===== config.mk =====
export PLATFORM = sky130hd
export DESIGN_NAME = ps2_key_decoder
export DESIGN_NICKNAME = d
export VERILOG_FILES = /design/src/rtl/vga_pkg.sv /design/src/rtl/ps2_rx.sv /design/src/rtl/ps2_key_decoder.sv
export SDC_FILE = /design/constraint.sdc
export NUM_CORES = 1
export LEC_CHECK = 0
export ABC_AREA = 1
export CAP_MARGIN = 40
export CORE_MARGIN = 2
export CORE_UTILIZATION = 35
export CTS_BUF_LIST = sky130_fd_sc_hd__clkbuf_16
export DETAILED_ROUTE_END_ITERATION = 12
export PLACE_DENSITY = 0.57
export SLEW_MARGIN = 0
export SYNTH_ARGS = -nofsm -noshare
export SYNTH_HDL_FRONTEND = slang
export SYNTH_SLANG_ARGS = --single-unit
export TNS_END_PERCENT = 50

===== constraint.sdc =====
create_clock -name clk -period 3.45 [get_ports clk]
set_input_delay 0.5175 -clock clk [delete_from_list [all_inputs] [get_ports clk]]
set_output_delay 0.5175 -clock clk [all_outputs]
set_load 0.01 [all_outputs]

===== src/rtl/vga_pkg.sv =====
// ---------------------------------------------------------------------------
// vga_pkg
//   Shared constants for the VGA pipeline: the 4-bit key codes consumed by
//   the menu/text drawing stage, the PS/2 set-2 scan-code bytes that produce
//   them, the keyboard decoder state type and the scan-code lookup function.
//   No ports (package).
// ---------------------------------------------------------------------------
package vga_pkg;

    // Key codes presented to the menu/text stage
    localparam logic [3:0] key_none = 4'h0;
    localparam logic [3:0] key_1    = 4'h1;
    localparam logic [3:0] key_2    = 4'h2;
    localparam logic [3:0] key_3    = 4'h3;
    localparam logic [3:0] key_4    = 4'h4;
    localparam logic [3:0] key_up   = 4'h5;
    localparam logic [3:0] key_down = 4'h6;
    localparam logic [3:0] key_esc  = 4'hF;

    // PS/2 set-2 scan-code bytes
    localparam logic [7:0] PS2_MAKE_1    = 8'h16;
    localparam logic [7:0] PS2_MAKE_2    = 8'h1E;
    localparam logic [7:0] PS2_MAKE_3    = 8'h26;
    localparam logic [7:0] PS2_MAKE_4    = 8'h25;
    localparam logic [7:0] PS2_MAKE_ESC  = 8'h76;
    localparam logic [7:0] PS2_MAKE_UP   = 8'h75;
    localparam logic [7:0] PS2_MAKE_DOWN = 8'h72;
    localparam logic [7:0] PS2_BRK       = 8'hF0;
    localparam logic [7:0] PS2_EXT       = 8'hE0;

    // Scan-code sequence decoder states
    typedef enum logic [1:0] {
        ST_IDLE,
        ST_BRK,
        ST_EXT,
        ST_EXT_BRK
    } dec_state_t;

    // Translate a scan code plus its extended flag into a key code.
    // Arrow keys only exist as extended codes and the plain keys only as
    // non-extended codes, so any mismatch yields key_none (ignored).
    function automatic logic [3:0] map_scan_code(input logic [7:0] code,
                                                 input logic       ext);
        logic [3:0] k;
        k = key_none;
        if (ext) begin
            case (code)
                PS2_MAKE_UP:   k = key_up;
                PS2_MAKE_DOWN: k = key_down;
                default:       k = key_none;
            endcase
        end else begin
            case (code)
                PS2_MAKE_1:   k = key_1;
                PS2_MAKE_2:   k = key_2;
                PS2_MAKE_3:   k = key_3;
                PS2_MAKE_4:   k = key_4;
                PS2_MAKE_ESC: k = key_esc;
                default:      k = key_none;
            endcase
        end
        return k;
    endfunction

endpackage


===== src/rtl/ps2_rx.sv =====
// ---------------------------------------------------------------------------
// ps2_rx
//   PS/2 serial receiver. Synchronises the raw PS/2 clock and data pins into
//   the clk domain, samples one bit per falling PS/2 clock edge and assembles
//   11-bit frames (start, 8 data LSB first, odd parity, stop). A partially
//   received frame is abandoned silently when the PS/2 clock stays quiet for
//   TIMEOUT_CYCLES clk cycles.
//
//   Ports
//     clk       in   system clock
//     rst       in   synchronous active-high reset
//     ps2_clk   in   raw PS/2 clock pin (asynchronous)
//     ps2_data  in   raw PS/2 data pin (asynchronous)
//     rx_byte   out  received data byte, valid while rx_valid is high
//     rx_valid  out  one-cycle pulse for a correctly framed byte
//     rx_err    out  one-cycle pulse for a parity, start or stop error
// ---------------------------------------------------------------------------
module ps2_rx #(
    parameter int TIMEOUT_CYCLES = 65000
) (
    input  logic       clk,
    input  logic       rst,
    input  logic       ps2_clk,
    input  logic       ps2_data,
    output logic [7:0] rx_byte,
    output logic       rx_valid,
    output logic       rx_err
);

    localparam int TW = $clog2(TIMEOUT_CYCLES + 1);

    logic          ps2_clk_s1_q, ps2_clk_s2_q, ps2_clk_s3_q;
    logic          ps2_data_s1_q, ps2_data_s2_q, ps2_data_s3_q;
    logic          fall_q;
    logic [3:0]    bit_cnt_q;
    logic [9:0]    shift_q;
    logic [TW-1:0] tmo_cnt_q;
    logic [7:0]    rx_byte_q;
    logic          rx_valid_q;
    logic          rx_err_q;
    logic          frame_ok_d;

    // The stop bit is the live data sample when the 11th edge is processed;
    // the first ten bits sit in shift_q with the start bit at position 0.
    // Odd parity means data plus parity bit XOR to one.
    always_comb begin
        frame_ok_d = ~shift_q[0] & (^shift_q[9:1]) & ps2_data_s3_q;
    end

    // Synchronisers, registered falling-edge detect, bit assembly and the
    // inactivity timeout. Synchronisers reset to the idle-high line level so
    // leaving reset never looks like a falling edge. A falling edge always
    // takes priority over the timeout in the same cycle.
    always_ff @(posedge clk) begin
        if (rst) begin
            ps2_clk_s1_q  <= 1'b1;
            ps2_clk_s2_q  <= 1'b1;
            ps2_clk_s3_q  <= 1'b1;
            ps2_data_s1_q <= 1'b1;
            ps2_data_s2_q <= 1'b1;
            ps2_data_s3_q <= 1'b1;
            fall_q        <= 1'b0;
            bit_cnt_q     <= 4'd0;
            shift_q       <= 10'd0;
            tmo_cnt_q     <= '0;
            rx_byte_q     <= 8'h00;
            rx_valid_q    <= 1'b0;
            rx_err_q      <= 1'b0;
        end else begin
            ps2_clk_s1_q  <= ps2_clk;
            ps2_clk_s2_q  <= ps2_clk_s1_q;
            ps2_clk_s3_q  <= ps2_clk_s2_q;
            ps2_data_s1_q <= ps2_data;
            ps2_data_s2_q <= ps2_data_s1_q;
            ps2_data_s3_q <= ps2_data_s2_q;
            fall_q        <= ps2_clk_s3_q & ~ps2_clk_s2_q;
            rx_valid_q    <= 1'b0;
            rx_err_q      <= 1'b0;

            if (fall_q) begin
                tmo_cnt_q <= '0;
                if (bit_cnt_q == 4'd10) begin
                    bit_cnt_q  <= 4'd0;
                    rx_byte_q  <= shift_q[8:1];
                    rx_valid_q <= frame_ok_d;
                    rx_err_q   <= ~frame_ok_d;
                end else begin
                    shift_q   <= {ps2_data_s3_q, shift_q[9:1]};
                    bit_cnt_q <= bit_cnt_q + 4'd1;
                end
            end else if (bit_cnt_q != 4'd0) begin
                if (tmo_cnt_q == TW'(TIMEOUT_CYCLES - 1)) begin
                    tmo_cnt_q <= '0;
                    bit_cnt_q <= 4'd0;
                end else begin
                    tmo_cnt_q <= tmo_cnt_q + TW'(1);
                end
            end
        end
    end

    assign rx_byte  = rx_byte_q;
    assign rx_valid = rx_valid_q;
    assign rx_err   = rx_err_q;

endmodule


===== src/rtl/ps2_key_decoder.sv =====
// ---------------------------------------------------------------------------
// ps2_key_decoder
//   Turns PS/2 set-2 make/break/extended scan-code sequences into the 4-bit
//   key code used by the menu/text drawing stage. key holds the currently
//   pressed recognised key, or key_none when nothing is held.
//
//   Ports
//     clk        in   system clock (VGA pipeline domain)
//     rst        in   synchronous active-high reset
//     ps2_clk    in   raw PS/2 clock pin (asynchronous)
//     ps2_data   in   raw PS/2 data pin (asynchronous)
//     key        out  decoded key code, registered
//     key_valid  out  one-cycle pulse whenever key changes value
//     frame_err  out  one-cycle pulse on a badly framed PS/2 byte
// ---------------------------------------------------------------------------
module ps2_key_decoder
    import vga_pkg::*;
#(
    parameter int TIMEOUT_CYCLES = 65000
) (
    input  logic       clk,
    input  logic       rst,
    input  logic       ps2_clk,
    input  logic       ps2_data,
    output logic [3:0] key,
    output logic       key_valid,
    output logic       frame_err
);

    logic [7:0] rx_byte;
    logic       rx_valid;
    logic       rx_err;

    dec_state_t state_q;
    logic [3:0] key_q;
    logic       key_valid_q;
    logic       frame_err_q;
    logic [3:0] mapped_key_d;

    ps2_rx #(
        .TIMEOUT_CYCLES(TIMEOUT_CYCLES)
    ) u_rx (
        .clk      (clk),
        .rst      (rst),
        .ps2_clk  (ps2_clk),
        .ps2_data (ps2_data),
        .rx_byte  (rx_byte),
        .rx_valid (rx_valid),
        .rx_err   (rx_err)
    );

    // The extended flag is implied by the state the byte arrives in.
    always_comb begin
        mapped_key_d = map_scan_code(rx_byte,
                                     (state_q == ST_EXT) || (state_q == ST_EXT_BRK));
    end

    // Prefix-tracking FSM and key register. A make only pulses key_valid when
    // it changes key, so typematic repeats are silent; a break only releases
    // the key that is currently held. A framing error discards any pending
    // prefix so the next byte is interpreted from scratch.
    always_ff @(posedge clk) begin
        if (rst) begin
            state_q     <= ST_IDLE;
            key_q       <= key_none;
            key_valid_q <= 1'b0;
            frame_err_q <= 1'b0;
        end else begin
            key_valid_q <= 1'b0;
            frame_err_q <= 1'b0;
            if (rx_err) begin
                state_q     <= ST_IDLE;
                frame_err_q <= 1'b1;
            end else if (rx_valid) begin
                unique case (state_q)
                    ST_IDLE: begin
                        if (rx_byte == PS2_BRK) begin
                            state_q <= ST_BRK;
                        end else if (rx_byte == PS2_EXT) begin
                            state_q <= ST_EXT;
                        end else if (mapped_key_d != key_none && mapped_key_d != key_q) begin
                            key_q       <= mapped_key_d;
                            key_valid_q <= 1'b1;
                        end
                    end
                    ST_EXT: begin
                        if (rx_byte == PS2_BRK) begin
                            state_q <= ST_EXT_BRK;
                        end else begin
                            state_q <= ST_IDLE;
                            if (mapped_key_d != key_none && mapped_key_d != key_q) begin
                                key_q       <= mapped_key_d;
                                key_valid_q <= 1'b1;
                            end
                        end
                    end
                    ST_BRK, ST_EXT_BRK: begin
                        state_q <= ST_IDLE;
                        if (mapped_key_d != key_none && mapped_key_d == key_q) begin
                            key_q       <= key_none;
                            key_valid_q <= 1'b1;
                        end
                    end
                    default: state_q <= ST_IDLE;
                endcase
            end
        end
    end

    assign key       = key_q;
    assign key_valid = key_valid_q;
    assign frame_err = frame_err_q;

endmodule


### Word-level counts from Yosys, hierarchy flattened

Index checks and enable logic that the tools add are counted.
Widths: inputs -> output; s select.

| word-level totals | value |
|---|---|
| register bits | 55 |
| latch bits | 0 |
| RAM bits | 0 |
| bits in read-only memories | 0 |
| input bits | 4 |
| output and inout bits | 6 |
| word-level logic and storage cells | 94 |
| memories | 0 |

| operators by class | value |
|---|---|
| add/sub/neg operators | 2 |
| multipliers | 0 |
| divide/modulo/power cells | 0 |
| magnitude comparators | 0 |
| eq/ne operators | 21 |
| shift-type cells | 0 |
| multiplexer cells | 25 |
| bitwise logic cells | 10 |
| reductions and logical operators | 19 |

Operators by type and width:

| kind | number |
|---|---|
| $mux 4 | 10 |
| $eq 8x7->1 const B | 3 |
| $pmux 4 s5 | 1 |
| $add 16x1->16 const B | 1 |
| $eq 16x16->1 const B | 1 |
| $eq 8x5->1 const B | 2 |
| $eq 8x6->1 const B | 2 |
| $eq 8x8->1 const B | 2 |
| $mux 16 | 1 |
| $pmux 4 s3 | 1 |
| $reduce_xor 9->1 | 1 |
| $ne 2x2->1 const B | 4 |
| $reduce_and 2->1 | 4 |
| $reduce_bool 4->1 | 2 |
| $not 1->1 | 7 |
| $mux 1 | 6 |
| $mux 2 | 3 |
| $pmux 2 s3 | 1 |
| $pmux 3 s2 | 1 |
| $reduce_and 6->1 | 1 |
| $reduce_or 2->1 | 3 |
| $reduce_or 3->1 | 2 |
| $add 4x1->4 const B | 1 |
| $eq 2x2->1 const B | 2 |
| 11 further kinds | 15 |

### Depth between registers and ports, before layout

| depth | value |
|---|---|
| word-level depth | 9 |
| depth in mapped cells | 16 |
| mapped depth without buffers | 16 |

### Hierarchy

From an unflattened synthesis, not the netlist that was laid out.

| unflattened totals | value |
|---|---|
| cells, all modules | 398 |
| area, all modules | 2865.2 µm² |

Modules (own cells, without submodules):

| module | instances | cells an instance | area an instance (µm²) | seq. area each (µm²) |
|---|---|---|---|---|
| ps2_rx | 1 | 273 | 2087.0 | 940.9 |
| ps2_key_decoder | 1 | 125 | 778.2 | 160.2 |

### Worst setup path before layout

OpenSTA, ideal clock, no wires.

| timing path | value |
|---|---|
| path type | reg2reg |
| start | register u_rx.bit_cnt_q[0] |
| end | register u_rx.tmo_cnt_q[14] |
| setup time | 0.116 ns |
| arrival | 1.741 ns |
| required time | 3.334 ns |
| setup slack | 1.593 ns |
| stages on the path, launching flop included | 17 |
| path buffers | 0 |
| period minus slack after synthesis | 1.857 ns |
| path through | dfxtp_1 > inv_1 > ha_1 > nand2_2 > nor2_4 > nor2_2 > nand2_1 > nor2_2 > inv_2 > nor2_4 > nand2_2 > nor2_2 > nand2_2 > nor3_4 > nand3_1 > nand2_1 > a21oi_1 |

| on the way | value |
|---|---|
| word-level cells in the longest chain between the ends | 1 |

RTL lines:

| element | line | text |
|---|---|---|
| start, declared | ps2_rx.sv:35 | `logic [3:0] bit_cnt_q;` |
| start signal, assigned | ps2_rx.sv:89 | `bit_cnt_q <= bit_cnt_q + 4'd1;` |
| $reduce_bool 4->1 | ps2_rx.sv:91 | `end else if (bit_cnt_q != 4'd0) begin` |
| end signal, assigned | ps2_rx.sv:96 | `tmo_cnt_q <= tmo_cnt_q + TW'(1);` |
| end, declared | ps2_rx.sv:37 | `logic [TW-1:0] tmo_cnt_q;` |

Every way passes these cells.
A chain may end at the register's enable or synchronous reset.

### Worst setup path after layout

Same ends and word-level chain as after synthesis.

==> metrics.md <==
| Metric | Value |
|---|---|
| Status | completed |
| Reg2reg start | u_rx.bit_cnt_q[0] |
| XOR/XNOR share of the synthesized area | 0.0367 |
| Clk slew on worst S/H paths | 70 ps |
| Share of post-route cells with drive strength above 1 | 0.146 |
| Tot GR Track Use | 0.120 |
| Clock Latency Late Sink | between 200 and 300 ps |
| Final setup TNS | 0 ps |
| Setup repair bufs after CTS | 0 |
| Worst slew pin tran | 683 ps |
| Compound-Gate Fraction of Synth Area | 0.121 |
| WHS Endpoint | u_rx.ps2_data_s3_q |
| Min-Delay Startpoint | u_rx.ps2_data_s2_q |
| Post-Syn Nets | 359 |
| Max Cap Viol | 0 |
| Vias per inst | ~4.6 |
| Cell family with the largest share of critical-path delay | simple AND/OR/NAND/NOR gates |
| Mux contribution to synthesized area | 0 |
| Sequential area share after synthesis | 0.420 |
| Critical path's largest stage delay | 410 ps |
| Routed wire length | 4640 um |
| HP Class | reg2reg |
| Main combinational cell family by area after synthesis | simple AND/OR/NAND/NOR gates |
| Placer congestion estimate | around 0.76 |
| Die X | 90.6 um |
| Hpwl dp | approximately 3500 um |
| H-tree Lvls | 2 |
| Clock buffer depth | 2 |
| Cells resized by post-CTS repair | 0 |
| CP max FO | 7 |
| Multi-input gate area | 1340 sq um |
| Most frequent cells in the layout | nand2_1 (56), dfxtp_1 (55), nor2_1 (49) |
| Reg area | 1100 sq um |
| Cell area after synthesis | 2620 sq um |
| Clk sink count | 55 |
| Most common cell after layout, fill and taps aside | nand2_1 |
| Drt first pass iters | 4 |
| Seq cells post-synth | 55 |
| Slew HR | 0.544 |
| Num ports | 10 |
| Worst-path cell chain | inv_1 -> ha_1 -> nand2_2 -> nor2_4 -> nor2_2 -> nand2_1 -> nor2_2 -> inv_2 -> nor2_4 -> nand2_2 -> nor2_2 -> nand2_2 -> nor3_4 -> nand3_1 -> nand2_1 -> a21oi_1 |
| CTS tree | done |
| Reg-to-reg critical path endpoint | u_rx.tmo_cnt_q[14] |
| First-pass GRT wire length | 8210 um |
| Gate Count Post-Synth | 351 |
| Die area | 8200 sq um |
| Antenna violations before repair | 0 |
| Slew Limit Fails | 0 |
| Hold Path Stages | 1 |
| Starting Density | 0.362 |
| Final hold violation count | 0 |
| RSZ-0062 raised after global routing | false |
| Final min period | approximately 2100 ps |
| Wire per inst | 10.1 um |
| Crit end category | flip-flop |
| Remaining DRCs | 0 |
| CTS Buf Count | 5 |
| Site Rows | 31 |
| CTS Root Cell | clkbuf_16 |
| Distinct cells, synth | 32 |
| Buffers on Ports | 9 |
| Kind of critical path | reg2reg |
| Nets | 369 |
| Remaining Overflow, GRT | 0 |
| Post-Synth Simple-Gate Area | 0.333 |
| CP max-delay cell | dfxtp_1 |
| Fill count | 771 |
| Avg Inst Size Synth | 7.47 sq um |
| Critical path buffers and inverters | 2 |
| Hold_buf cts | 0 |
| Die Y | slightly above 90 um |
| Reg2Reg Depth | 16 |
| Vias in the first global route | 1889 |
| Core box area | 7250 sq um |
| # setup viols final | 0 |
| Largest net degree at the start of global routing | 26 |
| Post-route antenna net violation count | 0 |
| Area grow syn2layout | 13.0% |
| DR vias | around 2100 |
| Power per cell area | 405 nW/um^2 |
| P_leak | ~1.2 nW |
| Crit start category | flip-flop |
| R2R setup slack | 1350 ps |
| WHS | 412 ps |
| Synth warnings | 0 |
| Adder-cell share of the synthesized area | 0.0191 |
| Inserted Diodes | 0 |
| CP Data Arrival Time | about 2300 ps |
| Maximum vdd drop | 0.175 mV |
| Clock skew | 6.52 ps |
| Number of DRC markers in iteration 0 | 74 |
| Final Cycle Share | 0.610 |
| CP required | between 3000 and 4000 ps |
| Max Freq | approximately 480 MHz |
report_power, final:
part	total, mW	internal (mW)	switching (mW)
registers	0.649	0.643	0.00637
clock network	0.500	0.269	0.230
logic	0.0496	0.0205	0.0290
sequential cells by signal, summed over array words and instances, names as in the netlist, 2 cells and up:
register        cells
u_rx.bit_cnt_q      4
u_rx.rx_byte        8
state_q             2
key                 4
u_rx.shift_q       10
u_rx.tmo_cnt_q     16
worst max path at each step:
stage	start	to	slack [ps]	cells after the start
floorplan	u_rx.bit_cnt_q[0]	u_rx.tmo_cnt_q[14]	1590	16
global placement	rst	u_rx.tmo_cnt_q[6]	1340	5
detailed placement	rst	u_rx.rx_byte[1]	1300	4
CTS	u_rx.bit_cnt_q[0]	u_rx.tmo_cnt_q[14]	1350	16
global route	u_rx.bit_cnt_q[0]	u_rx.tmo_cnt_q[14]	1080	16
finish	u_rx.bit_cnt_q[0]	u_rx.tmo_cnt_q[14]	1350	16
per-stage QoR:
stage               setup slack [ps]  area [sq um]  power [mW]  instances   util
floorplan                       1590          2620       0.701        351      -
global placement                1340          2820       0.714        453  0.388
detailed placement              1300          2820       0.714        453  0.388
CTS                             1350          2960        1.22        461  0.408
global route                    1080          2960        1.25        461  0.408
finish                          1350          2960        1.20        461  0.408
logic make-up after synthesis:
logic type,Yosys count
xor+xnor,11
simple gates,173
compound gates,59
buf+inv,49
flops,55
fa+ha+maj,4
worst reg2reg max path, cell delays in order, from the launching register on:
cell	delay, ps
dfxtp_1	410
inv_1	80
ha_1	210
nand2_2	90
nor2_4	60
nor2_2	110
nand2_1	90
nor2_2	100
inv_2	60
nor2_4	110
nand2_2	70
nor2_2	140
nand2_2	90
nor3_4	170
nand3_1	90
nand2_1	70
a21oi_1	40
cell type report:
| cell class | instances | area share |
|---|---|---|
| Tap cell | 99 | 0.0418 |
| Inverter | 42 | 0.0532 |
| Clock buffer | 5 | 0.0422 |
| Timing Repair Buffer | 10 | 0.0329 |
| Multi-Input combinational cell | 247 | 0.451 |
| Sequential cell | 55 | 0.372 |
| Clock inverter | 3 | 0.00676 |
metal layers:
layer / share of wire / up-vias / global-route usage
met3: 0.032 / 6 / 0.0301
li1: - / 1146 / -
met5: 0 / - / 0
met4: 0.014 / 0 / 0.0449
met2: 0.42 / 21 / 0.183
met1: 0.54 / 936 / 0.163
cell usage after synthesis:
cell type / number / area share
nor4_1: 1 / 0.0024
o21ai_0: 25 / 0.048
inv_1: 33 / 0.047
nand4_1: 5 / 0.012
nand3_4: 1 / 0.0067
inv_2: 9 / 0.013
and3_1: 1 / 0.0024
nor3_4: 2 / 0.012
nor2_1: 49 / 0.070
nand2_4: 1 / 0.0043
nand3_2: 2 / 0.0076
nor3_1: 8 / 0.015
a31oi_1: 2 / 0.0048
nand2_1: 56 / 0.080
xor2_1: 4 / 0.013
o21ai_1: 1 / 0.0019
o21ai_2: 3 / 0.010
nand2_2: 7 / 0.017
clkbuf_1: 7 / 0.010
ha_1: 4 / 0.019
a21oi_1: 26 / 0.050
xnor2_1: 7 / 0.023
nor3b_2: 2 / 0.0095
dfxtp_1: 55 / 0.42
a2111oi_1: 1 / 0.0038
o21a_1: 1 / 0.0029
nor2_2: 5 / 0.012
and2_1: 1 / 0.0024
nor3b_1: 1 / 0.0029
nand3_1: 18 / 0.034
or2_2: 7 / 0.017
nor2_4: 6 / 0.026
(Power assumes the default switching activity.)
